**config.mk**
```make
export PLATFORM = sky130hd
export DESIGN_NAME = lsu_port_arbiter_flat
export DESIGN_NICKNAME = d
export VERILOG_FILES = /design/src/rtl/lsu_port_arbiter_if.sv /design/src/rtl/lsu_port_arbiter.sv /design/src/flat_wrapper.sv
export SDC_FILE = /design/constraint.sdc
export NUM_CORES = 1
export LEC_CHECK = 0
export BUFFER_PORTS_ARGS = -buffer_cell sky130_fd_sc_hd__clkbuf_2
export CORE_MARGIN = 2
export CORE_UTILIZATION = 36
export CTS_CLUSTER_SIZE = 40
export DETAILED_ROUTE_END_ITERATION = 7
export GPL_ROUTABILITY_DRIVEN = 0
export PLACE_DENSITY = 0.85
export SYNTH_ARGS = -nofsm -noshare
export SYNTH_HDL_FRONTEND = slang
export SYNTH_SLANG_ARGS = --single-unit
```
**constraint.sdc**
```tcl
create_clock -name clk -period 3.3 [get_ports clk]
set_input_delay 0.825 -clock clk [delete_from_list [all_inputs] [get_ports clk]]
set_output_delay 0.825 -clock clk [all_outputs]
set_load 0.01 [all_outputs]
```
**src/rtl/lsu_port_arbiter_if.sv**
```systemverilog
// Handshake bundle between issue-queue requesters, the shared LSU port and the arbiter.
// The slave view belongs to the arbiter; the master view is the surrounding pipeline.
interface lsu_port_arbiter_if #(
  parameter int REQ_COUNT = 2,
  parameter int REQ_W     = 32,
  parameter int RESP_W    = 32
);
  logic [REQ_COUNT-1:0]            req_valid_i;
  logic [REQ_COUNT-1:0][REQ_W-1:0] req_i;
  logic [REQ_COUNT-1:0]            req_ready_o;
  logic                            lsu_valid_o;
  logic [REQ_W-1:0]                lsu_req_o;
  logic                            lsu_ready_i;
  logic                            lsu_resp_valid_i;
  logic [RESP_W-1:0]               lsu_resp_i;
  logic                            lsu_resp_ready_o;
  logic [REQ_COUNT-1:0]            resp_valid_o;
  logic [RESP_W-1:0]               resp_o;
  logic [REQ_COUNT-1:0]            resp_ready_i;
  logic [7:0]                      drop_cnt_o;

  modport slave (
    input  req_valid_i, req_i, lsu_ready_i, lsu_resp_valid_i, lsu_resp_i, resp_ready_i,
    output req_ready_o, lsu_valid_o, lsu_req_o, lsu_resp_ready_o, resp_valid_o, resp_o,
           drop_cnt_o
  );

  modport master (
    output req_valid_i, req_i, lsu_ready_i, lsu_resp_valid_i, lsu_resp_i, resp_ready_i,
    input  req_ready_o, lsu_valid_o, lsu_req_o, lsu_resp_ready_o, resp_valid_o, resp_o,
           drop_cnt_o
  );
endinterface

```
**src/rtl/lsu_port_arbiter.sv**
```systemverilog
// Round-robin arbiter sharing one LSU port among issue-queue requesters, with an
// order FIFO that routes in-order LSU responses back to the requester that issued them.
module lsu_port_arbiter #(
  parameter int REQ_COUNT   = 2,
  parameter int ORDER_DEPTH = 4,
  parameter int REQ_W       = 32,
  parameter int RESP_W      = 32
) (
  input logic               clk,
  input logic               rst,
  input logic               flush,
  lsu_port_arbiter_if.slave bus
);

  localparam int GW = (REQ_COUNT > 1) ? $clog2(REQ_COUNT) : 1;
  localparam int PW = (ORDER_DEPTH > 1) ? $clog2(ORDER_DEPTH) : 1;
  localparam int CW = PW + 1;

  logic [GW-1:0] rr_ptr;
  logic          lock;
  logic [GW-1:0] lock_g;
  logic [GW-1:0] order_mem [ORDER_DEPTH];
  logic [PW-1:0] wr_ptr;
  logic [PW-1:0] rd_ptr;
  logic [CW-1:0] count;
  logic [7:0]    drop_cnt;

  logic [GW-1:0] grant;
  logic [GW-1:0] head;
  logic [GW:0]   scan_sum;
  logic          found;
  logic          empty;
  logic          full;
  logic          lsu_valid;
  logic          push;
  logic          pop;
  logic          drop;

  always_comb begin
    found    = 1'b0;
    grant    = '0;
    scan_sum = '0;
    for (int i = 0; i < REQ_COUNT; i++) begin
      scan_sum = {1'b0, rr_ptr} + (GW+1)'(i);
      if (scan_sum >= (GW+1)'(REQ_COUNT)) scan_sum = scan_sum - (GW+1)'(REQ_COUNT);
      if (!found && bus.req_valid_i[scan_sum[GW-1:0]]) begin
        found = 1'b1;
        grant = scan_sum[GW-1:0];
      end
    end
    // A stalled request keeps its grant until the LSU takes it.
    if (lock) begin
      grant = lock_g;
      found = bus.req_valid_i[lock_g];
    end

    empty = (count == '0);
    head  = order_mem[rd_ptr];
    pop   = !flush && !empty && bus.lsu_resp_valid_i && bus.resp_ready_i[head];
    // A slot freed by this cycle's pop can be refilled in the same cycle.
    full  = (count == CW'(ORDER_DEPTH)) && !pop;
    lsu_valid = found && !full && !flush;
    push  = lsu_valid && bus.lsu_ready_i;
    drop  = !flush && empty && bus.lsu_resp_valid_i;

    bus.lsu_valid_o = lsu_valid;
    bus.lsu_req_o   = bus.req_i[grant];
    bus.req_ready_o = '0;
    if (push) bus.req_ready_o[grant] = 1'b1;

    bus.resp_valid_o = '0;
    if (!empty && !flush) bus.resp_valid_o[head] = bus.lsu_resp_valid_i;
    bus.lsu_resp_ready_o = empty ? 1'b1 : bus.resp_ready_i[head];
    bus.resp_o           = bus.lsu_resp_i;
    bus.drop_cnt_o       = drop_cnt;
  end

  always_ff @(posedge clk) begin
    if (rst) begin
      rr_ptr   <= '0;
      lock     <= 1'b0;
      lock_g   <= '0;
      wr_ptr   <= '0;
      rd_ptr   <= '0;
      count    <= '0;
      drop_cnt <= '0;
    end else if (flush) begin
      rr_ptr <= '0;
      lock   <= 1'b0;
      lock_g <= '0;
      wr_ptr <= '0;
      rd_ptr <= '0;
      count  <= '0;
    end else begin
      if (push) begin
        lock   <= 1'b0;
        wr_ptr <= wr_ptr + 1'b1;
        rr_ptr <= (grant == GW'(REQ_COUNT - 1)) ? '0 : grant + 1'b1;
      end else if (lsu_valid) begin
        lock   <= 1'b1;
        lock_g <= grant;
      end
      if (pop) rd_ptr <= rd_ptr + 1'b1;
      if (push && !pop) count <= count + 1'b1;
      else if (pop && !push) count <= count - 1'b1;
      if (drop && drop_cnt != 8'hFF) drop_cnt <= drop_cnt + 1'b1;
    end
  end

  always_ff @(posedge clk) begin
    if (push && !rst) order_mem[wr_ptr] <= grant;
  end

endmodule

```
**src/flat_wrapper.sv**
```systemverilog
// flat-port wrapper written by rule: the top's interface ports become plain ports
module lsu_port_arbiter_flat 
#(
  parameter int REQ_COUNT   = 2,
  parameter int ORDER_DEPTH = 4,
  parameter int REQ_W       = 32,
  parameter int RESP_W      = 32
)
  (clk, rst, flush, bus_req_valid_i, bus_req_i, bus_lsu_ready_i, bus_lsu_resp_valid_i, bus_lsu_resp_i, bus_resp_ready_i, bus_req_ready_o, bus_lsu_valid_o, bus_lsu_req_o, bus_lsu_resp_ready_o, bus_resp_valid_o, bus_resp_o, bus_drop_cnt_o);
  lsu_port_arbiter_if #(.REQ_COUNT(REQ_COUNT), .REQ_W(REQ_W), .RESP_W(RESP_W)) bus_i ();
  input logic clk;
  input logic rst;
  input logic flush;
  input wire logic [$bits(bus_i.req_valid_i)-1:0] bus_req_valid_i;
  input wire logic [$bits(bus_i.req_i)-1:0] bus_req_i;
  input wire logic [$bits(bus_i.lsu_ready_i)-1:0] bus_lsu_ready_i;
  input wire logic [$bits(bus_i.lsu_resp_valid_i)-1:0] bus_lsu_resp_valid_i;
  input wire logic [$bits(bus_i.lsu_resp_i)-1:0] bus_lsu_resp_i;
  input wire logic [$bits(bus_i.resp_ready_i)-1:0] bus_resp_ready_i;
  output wire logic [$bits(bus_i.req_ready_o)-1:0] bus_req_ready_o;
  output wire logic [$bits(bus_i.lsu_valid_o)-1:0] bus_lsu_valid_o;
  output wire logic [$bits(bus_i.lsu_req_o)-1:0] bus_lsu_req_o;
  output wire logic [$bits(bus_i.lsu_resp_ready_o)-1:0] bus_lsu_resp_ready_o;
  output wire logic [$bits(bus_i.resp_valid_o)-1:0] bus_resp_valid_o;
  output wire logic [$bits(bus_i.resp_o)-1:0] bus_resp_o;
  output wire logic [$bits(bus_i.drop_cnt_o)-1:0] bus_drop_cnt_o;
  assign bus_i.req_valid_i = bus_req_valid_i;
  assign bus_i.req_i = bus_req_i;
  assign bus_i.lsu_ready_i = bus_lsu_ready_i;
  assign bus_i.lsu_resp_valid_i = bus_lsu_resp_valid_i;
  assign bus_i.lsu_resp_i = bus_lsu_resp_i;
  assign bus_i.resp_ready_i = bus_resp_ready_i;
  assign bus_req_ready_o = bus_i.req_ready_o;
  assign bus_lsu_valid_o = bus_i.lsu_valid_o;
  assign bus_lsu_req_o = bus_i.lsu_req_o;
  assign bus_lsu_resp_ready_o = bus_i.lsu_resp_ready_o;
  assign bus_resp_valid_o = bus_i.resp_valid_o;
  assign bus_resp_o = bus_i.resp_o;
  assign bus_drop_cnt_o = bus_i.drop_cnt_o;
  lsu_port_arbiter #(.REQ_COUNT(REQ_COUNT), .ORDER_DEPTH(ORDER_DEPTH), .REQ_W(REQ_W), .RESP_W(RESP_W)) u_core (.clk(clk), .rst(rst), .flush(flush), .bus(bus_i));
endmodule
```
==> Implementation_results.wiki <==
{| class="wikitable"
! Metric !! Value
|-
| Number of vias per cell after detailed routing || 4.74
|-
| Max Root-Sink Buffers || 2
|-
| TritonCTS buffer count || 3
|-
| Setup violation total in the final timing report || 0
|-
| Post-synthesis average cell area || 9.22 um^2
|-
| Number of antenna-violating nets in the routed design || 0
|-
| Kind of end point of the critical path || output pin
|-
| Proportion of synthesized chip area in sequential cells || 0.284
|-
| Fraction of power consumed by the clock network || 0.253
|-
| Required time of the critical path || 2470 ps
|-
| Worst-path cell chain || mux4_2 -> mux2_4 -> a21oi_4 -> nor2_2 -> and2_1 -> clkbuf_2
|-
| Number of flops mapped to enable cells by yosys || 4
|-
| Vias in the first global route || 1642
|-
| GRT Overall Usage || 0.170
|-
| Floorplan core area || 4820 um^2
|-
| Crit Path Category || reg -> out
|-
| Portion of total power attributed to combinational logic || 0.296
|-
| Worst hold slack after final layout || 488 ps
|-
| Worst clock skew || 3.55 ps
|-
| Number of vias after detailed routing || ~1700
|-
| Number of remaining DRC errors || 0
|-
| Global-route wire length before repair || 7.43 mm
|-
| CTS H-tree depth || 1
|-
| Most instantiated cells after synthesis || sky130_fd_sc_hd__buf_4 (32), sky130_fd_sc_hd__mux2_2 (32), sky130_fd_sc_hd__dfxtp_1 (20), sky130_fd_sc_hd__nor2_1 (16), sky130_fd_sc_hd__nand2_1 (13)
|-
| Leakage || 1.09 nW
|-
| Wire length reported by the detailed router || 4.92 mm
|-
| Hold path depth || 2
|-
| Area share of the largest cell type after synthesis || 0.218
|-
| Die X || 75.4 um
|-
| Buffers inserted by post-CTS timing repair || 0
|-
| Leading cell types by total area after synthesis || sky130_fd_sc_hd__dfxtp_1 (22%), sky130_fd_sc_hd__mux2_2 (20%), sky130_fd_sc_hd__buf_4 (13%), sky130_fd_sc_hd__edfxtp_1 (6.5%), sky130_fd_sc_hd__ha_1 (4.1%)
|-
| Post-detail-place hpwl || between 4 and 5 mm
|-
| Final number of hold-violating endpoints || 0
|-
| Min-delay src || u_core.rr_ptr
|-
| Time the final worst path needs with I/O delays and setup || ~3000 ps
|-
| Number of antenna violations at the first check in global routing || 0
|-
| Growth of design area from synthesis to finish || 26.1%
|-
| Power share of the sequential group || 0.451
|-
| Fmax achieved || 0.338 GHz
|-
| # resized after CTS || 0
|-
| I/O Buffers || 118
|-
| Cts hold-fix bufs || 0
|-
| Gr ovfl total || 0
|-
| IR drop worst, VDD || 0.114 mV
|-
| Die Span Y || 75.4 um
|-
| Syn nets || slightly above 300
|-
| Antenna Cells || 0
|-
| Critical Path Source Type || register
|-
| Total number of placement rows || 25
|-
| Status || completed
|-
| Warnings, synthesis || 0
|-
| R2r worst-path depth || 10
|-
| End point of the worst hold path || u_core.rr_ptr
|-
| Critical Path Max Stage Delay || ~550 ps
|-
| Cell Pwr Density || about 300 nW/um^2
|-
| P_sw || around 0.19 mW
|-
| Top fanout value on the critical path || 8
|-
| Library cells used by synthesis || 36
|-
| Layout cells sized above 1 || 0.572
|-
| Rel. slew slack || 0.450
|-
| Average routed wire per standard cell || 14.0 um
|-
| Async set or reset register ratio after synthesis || 0
|-
| Starting density of the core || 0.381
|-
| Clock-pin slew on the worst setup and hold paths || 80 ps
|-
| Initial DRC Count || 77
|-
| Endpoint of the most critical register-to-register path || u_core.count[2]
|-
| # clock sinks || 24
|-
| Reg2Reg Setup Slack || 460 ps
|-
| Setup repair after global routing missed its margin || no
|-
| Worst-skew pair later-pin latency || 270 ps
|-
| Maximum number of pins on one net before global-route repair || 20
|-
| Hold/Removal Path Class || reg -> reg
|-
| Root Buffer Master || sky130_fd_sc_hd__clkbuf_8
|-
| Ports || 183
|-
| Max_cap viols || 0
|-
| Period utilization || 0.897
|-
| Arrival time worst endpoint || 2140 ps
|-
| Setup Total Neg Slack || 0 ps
|-
| First-pass DRT Iterations || 4
|-
| Die Outline Area || 5690 um^2
|-
| Count of state elements after synthesis || 24
|-
| Switching share of total power || 0.280
|-
| Crit path max-delay cell type || sky130_fd_sc_hd__mux4_2
|-
| Number of standard cells after synthesis || slightly below 200
|-
| Number of nets in the layout || 398
|-
| Cell taking the most area after synthesis || sky130_fd_sc_hd__dfxtp_1
|-
| Internal Pwr Total || 0.493 mW
|-
| Post-synth top flop || sky130_fd_sc_hd__dfxtp_1
|-
| Synthesized area || approximately 1800 um^2
|-
| Clock tree from TritonCTS || built
|-
| Transition time of the tightest slew-check pin || 819 ps
|-
| Final count of pins violating max slew || 0
|}
sequential cells by signal (all words and copies together), names as in the netlist, named ones only:
signal,flops
u_core.rr_ptr,1
u_core.rd_ptr,2
u_core.wr_ptr,2
u_core.lock_g,1
u_core.order_mem,4
u_core.bus.drop_cnt_o,8
u_core.count,3
u_core.lock,1
layout by cell type (no fill, tap or decap), drive strengths merged, types with 6 or more instances in the layout:
cell type    n
and2         6
clkbuf     121
dfxtp       20
ha           6
mux2        33
nand2       13
nor2        17
o21ai        7
xnor2        7
logic make-up after synthesis:
| group | synth area share |
|---|---|
| mux | 0.233 |
| xor+xnor | 0.0525 |
| buf+inv | 0.155 |
| simple gates | 0.177 |
| flops | 0.284 |
| compound gates | 0.0470 |
| fa+ha+maj | 0.0518 |
worst max-delay path, delay by kind of cell (launching register included):
family	cells	cell delay, ps
flops	1	340
mux	2	910
compound gates	1	230
simple gates	2	250
buf+inv	1	120
power by group through the flow:
stage / registers, mW / clock network [mW] / logic, mW
floorplan: 0.315 / 0 / 0.150
global placement: 0.316 / 0 / 0.201
detailed placement: 0.316 / 0 / 0.204
CTS: 0.309 / 0.181 / 0.205
global route: 0.310 / 0.193 / 0.222
finish: 0.309 / 0.173 / 0.203
worst max-delay path by stage:
| stage | from | to | slack (ps) | cells after the start |
|---|---|---|---|---|
| after floorplan | bus_req_valid_i[0] | bus_lsu_req_o[1] | 350 | 5 |
| after global placement | flush | u_core.count[2] | 280 | 11 |
| after detailed placement | flush | u_core.count[2] | 210 | 11 |
| after CTS | register | bus_req_ready_o[1] | 310 | 6 |
| after global routing | flush | bus_req_ready_o[0] | 220 | 7 |
| final | register | bus_req_ready_o[1] | 340 | 6 |
metal layers:
metal	track usage	wire (um)	vias up
met5	0	0	-
met3	0.0569	479	5
met4	0.0604	55	0
met1	0.177	1850	748
li1	-	-	823
met2	0.317	2530	92
final cells by class:
cell class	instances	area, um^2
Inverter	5	18.8
Fill cell	477	2500
Clock inverter	1	3.75
Tap cell	67	83.8
Multi-Input combinational cell	132	1040
Sequential cell	24	520
Clock buffer	3	41.3
Timing Repair Buffer	120	606
stage by stage:
| stage | cells | utilization | worst slack [ps] | cell area [um^2] | total power, mW |
|---|---|---|---|---|---|
| 2_1_floorplan | 199 | - | 350 | 1840 | 0.465 |
| 3_3_place_gp | 348 | 0.471 | 285 | 2270 | 0.517 |
| 3_5_place_dp | 348 | 0.471 | 210 | 2270 | 0.520 |
| 4_1_cts | 352 | 0.481 | 309 | 2310 | 0.695 |
| 5_1_grt | 352 | 0.481 | 218 | 2310 | 0.726 |
| 6_report | 352 | 0.481 | 338 | 2310 | 0.686 |
Power figures use the tool's default switching activity.
